==> src/rtl/operand_shift_loader_pkg.sv <==
// Shared types and constants for the serial-to-parallel operand loader.
// Provides the FSM state encoding and the beat-counter width helper.
package operand_loader_pkg;

    localparam int DEF_NUM_SRC   = 29;
    localparam int DEF_SRC_WIDTH = 29;

    typedef enum logic [1:0] {
        SHIFT = 2'd0,
        FULL  = 2'd1,
        FULL2 = 2'd2
    } state_e;

    function automatic int cnt_width(input int w);
        return $clog2(w + 1);
    endfunction

endpackage

==> src/rtl/operand_shift_loader_if.sv <==
// Beat-input / word-output handshake bundle between a producer and the operand loader.
// The slave modport is the loader's side; master is the producer/consumer side.
interface operand_shift_loader_if
    import operand_loader_pkg::*;
#(
    parameter int NUM_SRC   = DEF_NUM_SRC,
    parameter int SRC_WIDTH = DEF_SRC_WIDTH
);
    logic                         clear;
    logic                         in_valid;
    logic                         in_ready;
    logic [NUM_SRC-1:0]           src_bits;
    logic                         out_valid;
    logic                         out_ready;
    logic [NUM_SRC*SRC_WIDTH-1:0] src_flat;

    modport master (
        output clear, in_valid, src_bits, out_ready,
        input  in_ready, out_valid, src_flat
    );

    modport slave (
        input  clear, in_valid, src_bits, out_ready,
        output in_ready, out_valid, src_flat
    );
endinterface

==> src/rtl/operand_shift_loader_shift_lane.sv <==
// One operand lane: shifts one serial bit in at the LSB per enabled beat,
// so the first bit received ends up at the MSB. Clear has priority over enable.
module shift_lane #(
    parameter int WIDTH = 29
) (
    input  logic             clk,
    input  logic             rst_n,
    input  logic             en,
    input  logic             bit_in,
    input  logic             clear,
    output logic [WIDTH-1:0] q
);
    logic [WIDTH-1:0] r_q;
    logic [WIDTH-1:0] w_next;

    if (WIDTH == 1) begin : g_single
        assign w_next = bit_in;
    end else begin : g_multi
        assign w_next = {r_q[WIDTH-2:0], bit_in};
    end

    // NOTE: non-blocking assignment so every lane samples its pre-edge value on the same edge.
    always_ff @(posedge clk or negedge rst_n) begin
        if (!rst_n) begin
            r_q <= '0;
        end else if (clear) begin
            r_q <= '0;
        end else if (en) begin
            r_q <= w_next;
        end
    end

    assign q = r_q;
endmodule

==> src/rtl/operand_shift_loader.sv <==
// Serial-to-parallel operand loader: NUM_SRC lanes, SRC_WIDTH beats per word, valid/ready on both sides.
// Define OPERAND_DOUBLE_BUFFER_EN to add a separate output buffer so shifting continues while a word waits.
module operand_shift_loader
    import operand_loader_pkg::*;
#(
    parameter int NUM_SRC   = DEF_NUM_SRC,
    parameter int SRC_WIDTH = DEF_SRC_WIDTH
) (
    input  logic                  clk,
    input  logic                  rst_n,
    operand_shift_loader_if.slave bus
);
    localparam int CW = cnt_width(SRC_WIDTH);
    localparam int FW = NUM_SRC * SRC_WIDTH;

    state_e          r_state;
    logic [CW-1:0]   r_cnt;
    logic [FW-1:0]   w_lanes;
    logic            w_accept;
    logic            w_done;
    logic            w_handshake;

    assign bus.out_valid = (r_state != SHIFT);
`ifdef OPERAND_DOUBLE_BUFFER_EN
    assign bus.in_ready  = (r_state != FULL2);
`else
    assign bus.in_ready  = (r_state == SHIFT);
`endif

    // Clear drops any beat offered in the same cycle.
    assign w_accept    = bus.in_valid && bus.in_ready && !bus.clear;
    assign w_done      = w_accept && (r_cnt == CW'(SRC_WIDTH - 1));
    assign w_handshake = bus.out_valid && bus.out_ready;

    for (genvar g = 0; g < NUM_SRC; g++) begin : g_lane
        shift_lane #(.WIDTH(SRC_WIDTH)) u_lane (
            .clk    (clk),
            .rst_n  (rst_n),
            .en     (w_accept),
            .bit_in (bus.src_bits[g]),
            .clear  (bus.clear),
            .q      (w_lanes[g*SRC_WIDTH +: SRC_WIDTH])
        );
    end

    always_ff @(posedge clk or negedge rst_n) begin
        if (!rst_n) begin
            r_cnt <= '0;
        end else if (bus.clear || w_done) begin
            r_cnt <= '0;
        end else if (w_accept) begin
            r_cnt <= r_cnt + 1'b1;
        end
    end

`ifdef OPERAND_DOUBLE_BUFFER_EN
    logic [FW-1:0] r_buf;
    logic [FW-1:0] w_word;

    // Word as it will look after the completing beat, so the buffer loads on that same edge.
    for (genvar g = 0; g < NUM_SRC; g++) begin : g_word
        if (SRC_WIDTH == 1) begin : g_w1
            assign w_word[g] = bus.src_bits[g];
        end else begin : g_wn
            assign w_word[g*SRC_WIDTH +: SRC_WIDTH] =
                {w_lanes[g*SRC_WIDTH +: SRC_WIDTH-1], bus.src_bits[g]};
        end
    end

    // FULL: buffer occupied, shift register free. FULL2: both hold a complete word.
    always_ff @(posedge clk or negedge rst_n) begin
        if (!rst_n) begin
            r_state <= SHIFT;
            r_buf   <= '0;
        end else if (bus.clear) begin
            r_state <= SHIFT;
            r_buf   <= '0;
        end else begin
            case (r_state)
                SHIFT: if (w_done) begin
                    r_buf   <= w_word;
                    r_state <= FULL;
                end
                FULL: begin
                    if (w_done && w_handshake) begin
                        r_buf <= w_word;
                    end else if (w_done) begin
                        r_state <= FULL2;
                    end else if (w_handshake) begin
                        r_state <= SHIFT;
                    end
                end
                FULL2: if (w_handshake) begin
                    r_buf   <= w_lanes;
                    r_state <= FULL;
                end
                default: r_state <= SHIFT;
            endcase
        end
    end

    assign bus.src_flat = r_buf;
`else
    always_ff @(posedge clk or negedge rst_n) begin
        if (!rst_n) begin
            r_state <= SHIFT;
        end else if (bus.clear) begin
            r_state <= SHIFT;
        end else begin
            case (r_state)
                SHIFT:   if (w_done)      r_state <= FULL;
                FULL:    if (w_handshake) r_state <= SHIFT;
                default: r_state <= SHIFT;
            endcase
        end
    end

    // Lanes cannot shift while FULL, so they are the stable output word.
    assign bus.src_flat = w_lanes;
`endif
endmodule
==> src/flat_wrapper.sv <==
// flat-port wrapper written by rule: the top's interface ports become plain ports
module operand_shift_loader_flat import operand_loader_pkg::*;
#(
    parameter int NUM_SRC   = DEF_NUM_SRC,
    parameter int SRC_WIDTH = DEF_SRC_WIDTH
)
  (clk, rst_n, bus_clear, bus_in_valid, bus_src_bits, bus_out_ready, bus_in_ready, bus_out_valid, bus_src_flat);
  operand_shift_loader_if #(.NUM_SRC(NUM_SRC), .SRC_WIDTH(SRC_WIDTH)) bus_i ();
  input  logic clk;
  input  logic rst_n;
  input wire logic [$bits(bus_i.clear)-1:0] bus_clear;
  input wire logic [$bits(bus_i.in_valid)-1:0] bus_in_valid;
  input wire logic [$bits(bus_i.src_bits)-1:0] bus_src_bits;
  input wire logic [$bits(bus_i.out_ready)-1:0] bus_out_ready;
  output wire logic [$bits(bus_i.in_ready)-1:0] bus_in_ready;
  output wire logic [$bits(bus_i.out_valid)-1:0] bus_out_valid;
  output wire logic [$bits(bus_i.src_flat)-1:0] bus_src_flat;
  assign bus_i.clear = bus_clear;
  assign bus_i.in_valid = bus_in_valid;
  assign bus_i.src_bits = bus_src_bits;
  assign bus_i.out_ready = bus_out_ready;
  assign bus_in_ready = bus_i.in_ready;
  assign bus_out_valid = bus_i.out_valid;
  assign bus_src_flat = bus_i.src_flat;
  operand_shift_loader #(.NUM_SRC(NUM_SRC), .SRC_WIDTH(SRC_WIDTH)) u_core (.clk(clk), .rst_n(rst_n), .bus(bus_i));
endmodule
==> config.mk <==
export PLATFORM = sky130hd
export DESIGN_NAME = operand_shift_loader_flat
export DESIGN_NICKNAME = d
export VERILOG_FILES = /design/src/rtl/operand_shift_loader_pkg.sv /design/src/rtl/operand_shift_loader_if.sv /design/src/rtl/operand_shift_loader_shift_lane.sv /design/src/rtl/operand_shift_loader.sv /design/src/flat_wrapper.sv
export SDC_FILE = /design/constraint.sdc
export NUM_CORES = 1
export LEC_CHECK = 0
export CORE_AREA = 2 2 339 341
export CTS_BUF_LIST = sky130_fd_sc_hd__clkbuf_8
export CTS_CLUSTER_DIAMETER = 80
export DETAILED_ROUTE_END_ITERATION = 10
export DIE_AREA = 0 0 341 343
export DONT_BUFFER_PORTS = 1
export GPL_TIMING_DRIVEN = 0
export RECOVER_POWER = 25
export SLEW_MARGIN = 20
export SYNTH_ARGS = -nofsm -noshare
export SYNTH_HDL_FRONTEND = slang
export SYNTH_SLANG_ARGS = --single-unit
==> constraint.sdc <==
create_clock -name clk -period 3.67 [get_ports clk]
set_input_delay 0.1835 -clock clk [delete_from_list [all_inputs] [get_ports clk]]
set_output_delay 0.1835 -clock clk [all_outputs]
set_load 0.005 [all_outputs]
# Yosys cells after proc, flatten, opt, wreduce, memory -nomap -nowiden
# Index checks and enable logic that the tools add are counted.
# Widths: inputs -> output; s select.
# op_classes
addsub	1
n_mul	0
div_mod_pow	0
magnitude_cmp	0
n_eq_ne	4
shift	0
muxes	64
bitwise_logic	0
n_reduce_logical	11
# op_table
cell	count
$mux 29	58
$mux 5	2
$mux 2	3
$reduce_bool 2->1	3
$add 5x1->5 const B	1
$eq 5x5->1 const B	1
$logic_and 1x1->1	4
$pmux 2 s2	1
$ne 3x2->1 const B	1
$ne 3x3->1 const B	1
$eq 2x1->1 const B	1
$logic_not 2->1	1
$reduce_and 2->1	1
$logic_not 1->1	1
$logic_or 1x1->1	1
# word_totals
regBits	848
latchBits	0
ram_bits	0
romBits	0
in_bits	34
output_inout_bits	843
word_cells	111
n_memories	0

# Logic depth before layout (Yosys ltp)
# logic_depth
word_depth	7
depth_mapped	7
ltp_nobuf	5

# Hierarchy
# Synthesis repeated with hierarchy kept, for this count alone.
# hier_totals
hier_cells	2732
area_unflattened_um2	34474.3
# modules_own_cells
module	n_inst	cells_per_inst	area_per_inst_um2	seq_area_each_um2
shift_lane	29	93	1177.4	725.7
operand_shift_loader	1	35	330.3	150.1

# Least setup slack after synthesis
# OpenSTA, ideal clock, no wires.
# synth_timing
path_type	flip-flop to flip-flop
start	reg u_core.r_state[0]
end	reg u_core.g_lane[26].u_lane.r_q[16]
setup_ns	0.078
arrival_time_ns	1.250
required_ns	3.592
path_slack_ns	2.342
stages_incl_launch_ff	8
path_buffers	4
synth_period_minus_slack_ns	1.328
cell_sequence	dfrtp_1 > nor2b_1 > buf_2 > buf_4 > buf_4 > buf_2 > nand2_1 > a21oi_1
# synth_between
elab_chain_len	4
# synth_rtl
element	line_no	text
start, declared	operand_shift_loader.sv:16	state_e r_state;
start signal, assigned	operand_shift_loader.sv:106	r_state <= SHIFT;
start signal, assigned	operand_shift_loader.sv:108	r_state <= SHIFT;
start signal, assigned	operand_shift_loader.sv:111	SHIFT: if (w_done) r_state <= FULL;
$logic_not 2->1	operand_shift_loader.sv:27	assign bus.in_ready = (r_state == SHIFT);
$logic_and 1x1->1 (2 in series)	operand_shift_loader.sv:31	assign w_accept = bus.in_valid && bus.in_ready && !bus.clear;
$reduce_bool 2->1 (no line)	--	
end signal, assigned	operand_shift_loader_shift_lane.sv:29	r_q <= w_next;
end, declared	operand_shift_loader_shift_lane.sv:13	logic [WIDTH-1:0] r_q;
# Every way passes these cells.
# A chain may end at the register's enable or synchronous reset.

# Worst setup path after layout
# layout_timing
start	reg u_core.r_state[0]
end	reg u_core.g_lane[28].u_lane.r_q[0]
# layout_between
elab_chain_len	4
# layout_rtl
element	line_no
$logic_not 2->1	operand_shift_loader.sv:27
$logic_and 1x1->1 (2 in series)	operand_shift_loader.sv:31
$reduce_bool 2->1 (no line)	--
end signal, assigned	operand_shift_loader_shift_lane.sv:29
end, declared	operand_shift_loader_shift_lane.sv:13
# Every way passes these cells.

==> summary.md <==
| Metric | Value |
|---|---|
| Outcome | `finished clean` |
| Portion of total power attributed to the clock network | `0.453` |
| Clock tree from TritonCTS | `done` |
| Cells along the critical path | `nor2b_1, buf_2, buf_4, clkbuf_1, nand2_1, dlygate4sd3_1, a21oi_1` |
| Critical path type | `reg2reg` |
| Number of warning messages in the yosys log | `0` |
| Num CTS Buffers | `between 100 and 150` |
| Vias post-DR | `26.8k` |
| Average cell area after synthesis | `about 9 µm²` |
| Pwr dens | `roughly 490 mW/mm²` |
| CP endpoint kind | `flop` |
| Largest driver fanout on the critical path | `10` |
| Max clock buf depth | `3` |
| Total clock sinks | `about 850` |
| Post-synthesis sequential element count | `847` |
| Clock-pin slew on the worst setup and hold paths | `about 0.060 ns` |
| Most common cell after layout, fill and taps aside | `nand2_1` |
| Switching Share | `0.259` |
| CP Launch Type | `flop` |
| HP Class | `in2reg` |
| Clock root buffer | `clkbuf_8` |
| Buffers on Ports | `0` |
| Total Neg Setup Slack | `0 ns` |
| Commonest register cell after synthesis | `dfrtp_1` |
| Routability-driven placement congestion ratio | `0.899` |
| Total count of hold-check failures in the final report | `0` |
| Growth of design area from synthesis to finish | `16.5%` |
| Peak supply drop | `just over 300 µV` |
| First-iteration detailed-routing DRC count | `1833` |
| Maximum number of pins on one net before global-route repair | `approximately 850` |
| IO Pins | `just under 900` |
| Total net switching power | `between 4000 and 5000 µW` |
| Die height | `roughly 340 µm` |
| Worst path required time | `4.41 ns` |
| Top library cells by usage in the layout, fill and taps aside | `nand2_1 (1688), dfrtp_1 (847), a21oi_1 (844)` |
| GRT Residual Overflow | `0` |
| Effective utilization at floorplan | `0.293` |
| Unrepaired setup endpoints after global routing | `no` |
| Total routed wirelength | `roughly 120 mm` |
| Post-layout min period | `approximately 2.9 ns` |
| Number of setup buffers added after CTS | `0` |
| Vias per Instance | `4.87` |
| Global-route wire length before repair | `172 mm` |
| Net count after synthesis | `3721` |
| Highest-delay cell along the critical path | `clkbuf_1` |
| Total setup violations reported at the end of the flow | `0` |
| Share of flip-flops with an asynchronous set or reset after synthesis | `1.00` |
| Final ANT Viol Nets | `0` |
| Post-route clock period utilization | `0.801` |
| Relative contribution of sequential cells to total power | `0.497` |
| Worst hold slack | `between 0.1 and 0.15 ns` |
| Total leakage power | `~0.016 µW` |
| Number of enable flip-flop cells after synthesis | `0` |
| Worst Tran Pin Value | `between 1 and 1.5 ns` |
| Final design utilization | `0.341` |
| Post_cts resized | `0` |
| Number of max-capacitance violations reported | `0` |
| Internal cell power | `14100 µW` |
| Longest individual stage delay on the worst path | `about 0.62 ns` |
| Aggregate global-route resource usage | `0.196` |
| Setup clock skew after layout | `~0.031 ns` |
| Worst rel slew slack | `0.153` |
| Portion of the post-synthesis area used by sequential elements | `0.638` |
| Fraction of layout instances using a drive strength above 1 | `0.0913` |
| Combinational share of power | `0.050` |
| Die area | `around 0.12 mm²` |
| Count of standard-cell rows | `roughly 120` |
| Mean routed wirelength per cell | `21.6 µm` |
| Core box area | `~0.11 mm²` |
| Post-Syn Instances | `3685` |
| Initial antenna violation count | `4` |
| Layout Nets | `3932` |
| Number of distinct library cells after synthesis | `20` |
| Iteration count of the initial detailed-routing pass | `7` |
| Total number of H-tree levels | `4` |
| DRC errors left | `0` |
| Fmax | `~0.34 GHz` |
| Hold bufs inserted after CTS | `between 50 and 60` |
| Number of global-route vias before repair | `between 20k and 30k` |
| Arrival time at the worst endpoint | `~3.7 ns` |
| Netlist area before placement | `around 0.033 mm²` |
| Max-slew violation total from the final report | `0` |
| Clock latency reported for the late side of the worst-skew pair | `between 0.8 and 0.9 ns` |
| Die boundary width | `about 340 µm` |
| Post-detailed-placement half-perimeter wirelength | `just under 90 mm` |
[cells by family after synthesis]
group / synth area share
simple gates: 0.193
compound gates: 0.128
flops: 0.638
buf+inv: 0.0401
fa+ha+maj: 0.000753
[routing by layer]
layer,GRT usage,up-vias,share of wire
li1,-,12300,-
met1,0.224,13200,0.38
met2,0.315,1038,0.47
met3,0.0878,246,0.11
met4,0.0887,0,0.043
met5,0,-,0
[power groups by stage]
| stage | logic, µW | clock network [µW] | registers [µW] |
|---|---|---|---|
| 6_report | 945 | 8580 | 9430 |
| 5_1_grt | 1050 | 9130 | 9430 |
| 4_1_cts | 755 | 8760 | 9430 |
| 3_5_place_dp | 704 | 0 | 9590 |
| 3_3_place_gp | 702 | 0 | 9590 |
| 2_1_floorplan | 442 | 0 | 9580 |
[critical path, delay by kind of cell, from the launching register on]
kind | cells | cell delay [ns]
AOI/OAI and AO/OA | 1 | 0.11
and+or+nand+nor | 2 | 0.24
DFF | 1 | 0.47
buffers and inverters | 4 | 2.03
[state kept, by name (all words and copies together) (netlist names)]
signal and flops:
u_core.g_lane.u_lane.q 841, u_core.r_state 1, u_core.r_cnt 5
[synthesized netlist by cell type, drive strengths merged (2+ instances only)]
| cell type | n | share of area |
|---|---|---|
| nand2 | 1688 | 0.19 |
| dfrtp | 847 | 0.64 |
| a21oi | 844 | 0.13 |
| buf | 159 | 0.026 |
| clkbuf | 123 | 0.014 |
| inv | 4 | 0.00045 |
| nand3 | 4 | 0.00060 |
| a31oi | 2 | 0.00038 |
| ha | 2 | 0.00075 |
| nor2 | 2 | 0.00023 |
| nor2b | 2 | 0.00038 |
| o21ai | 2 | 0.00030 |
[area by class of cell]
cell class / count / area, µm²
Timing Repair Buffer: 62 / 708
Multi-Input combinational cell: 2552 / 10700
Clock inverter: 67 / 354
Clock buffer: 183 / 2520
Buffer: 282 / 1320
Antenna cell: 2 / 5.00
Fill cell: 11600 / 74700
Sequential cell: 847 / 21200
Tap cell: 1512 / 1890
Inverter: 4 / 15.0
[per-stage QoR]
| step | std cells | setup WS [ns] | instance area, µm² | total power (µW) |
|---|---|---|---|---|
| 2_1_floorplan | 3685 | 2.34 | 33200 | 10000 |
| 3_3_place_gp | 5197 | 0.568 | 35100 | 10300 |
| 3_5_place_dp | 5197 | 0.566 | 35100 | 10300 |
| 4_1_cts | 5503 | 0.557 | 38500 | 18900 |
| 5_1_grt | 5510 | 0.538 | 38700 | 19600 |
| 6_report | 5511 | 0.731 | 38700 | 19000 |
[final timing paths]
check                                              startpoint                        endpoint  slack [ns]  cells past startpoint
min in group asynchronous                               rst_n  u_core.g_lane[22].u_lane.q[22]        0.20                      2
worst min register to register  u_core.g_lane[15].u_lane.q[9]  u_core.g_lane[15].u_lane.q[10]        0.55                      2
worst max-delay path                        u_core.r_state[0]   u_core.g_lane[28].u_lane.q[0]        0.73                      7
worst min-delay path                          bus_src_bits[5]    u_core.g_lane[5].u_lane.q[0]        0.12                      3
worst max register to register              u_core.r_state[0]   u_core.g_lane[28].u_lane.q[0]        0.73                      7
max in group asynchronous                               rst_n   u_core.g_lane[11].u_lane.q[5]        1.23                      4
No activity file was read; power rests on OpenSTA's default activity.
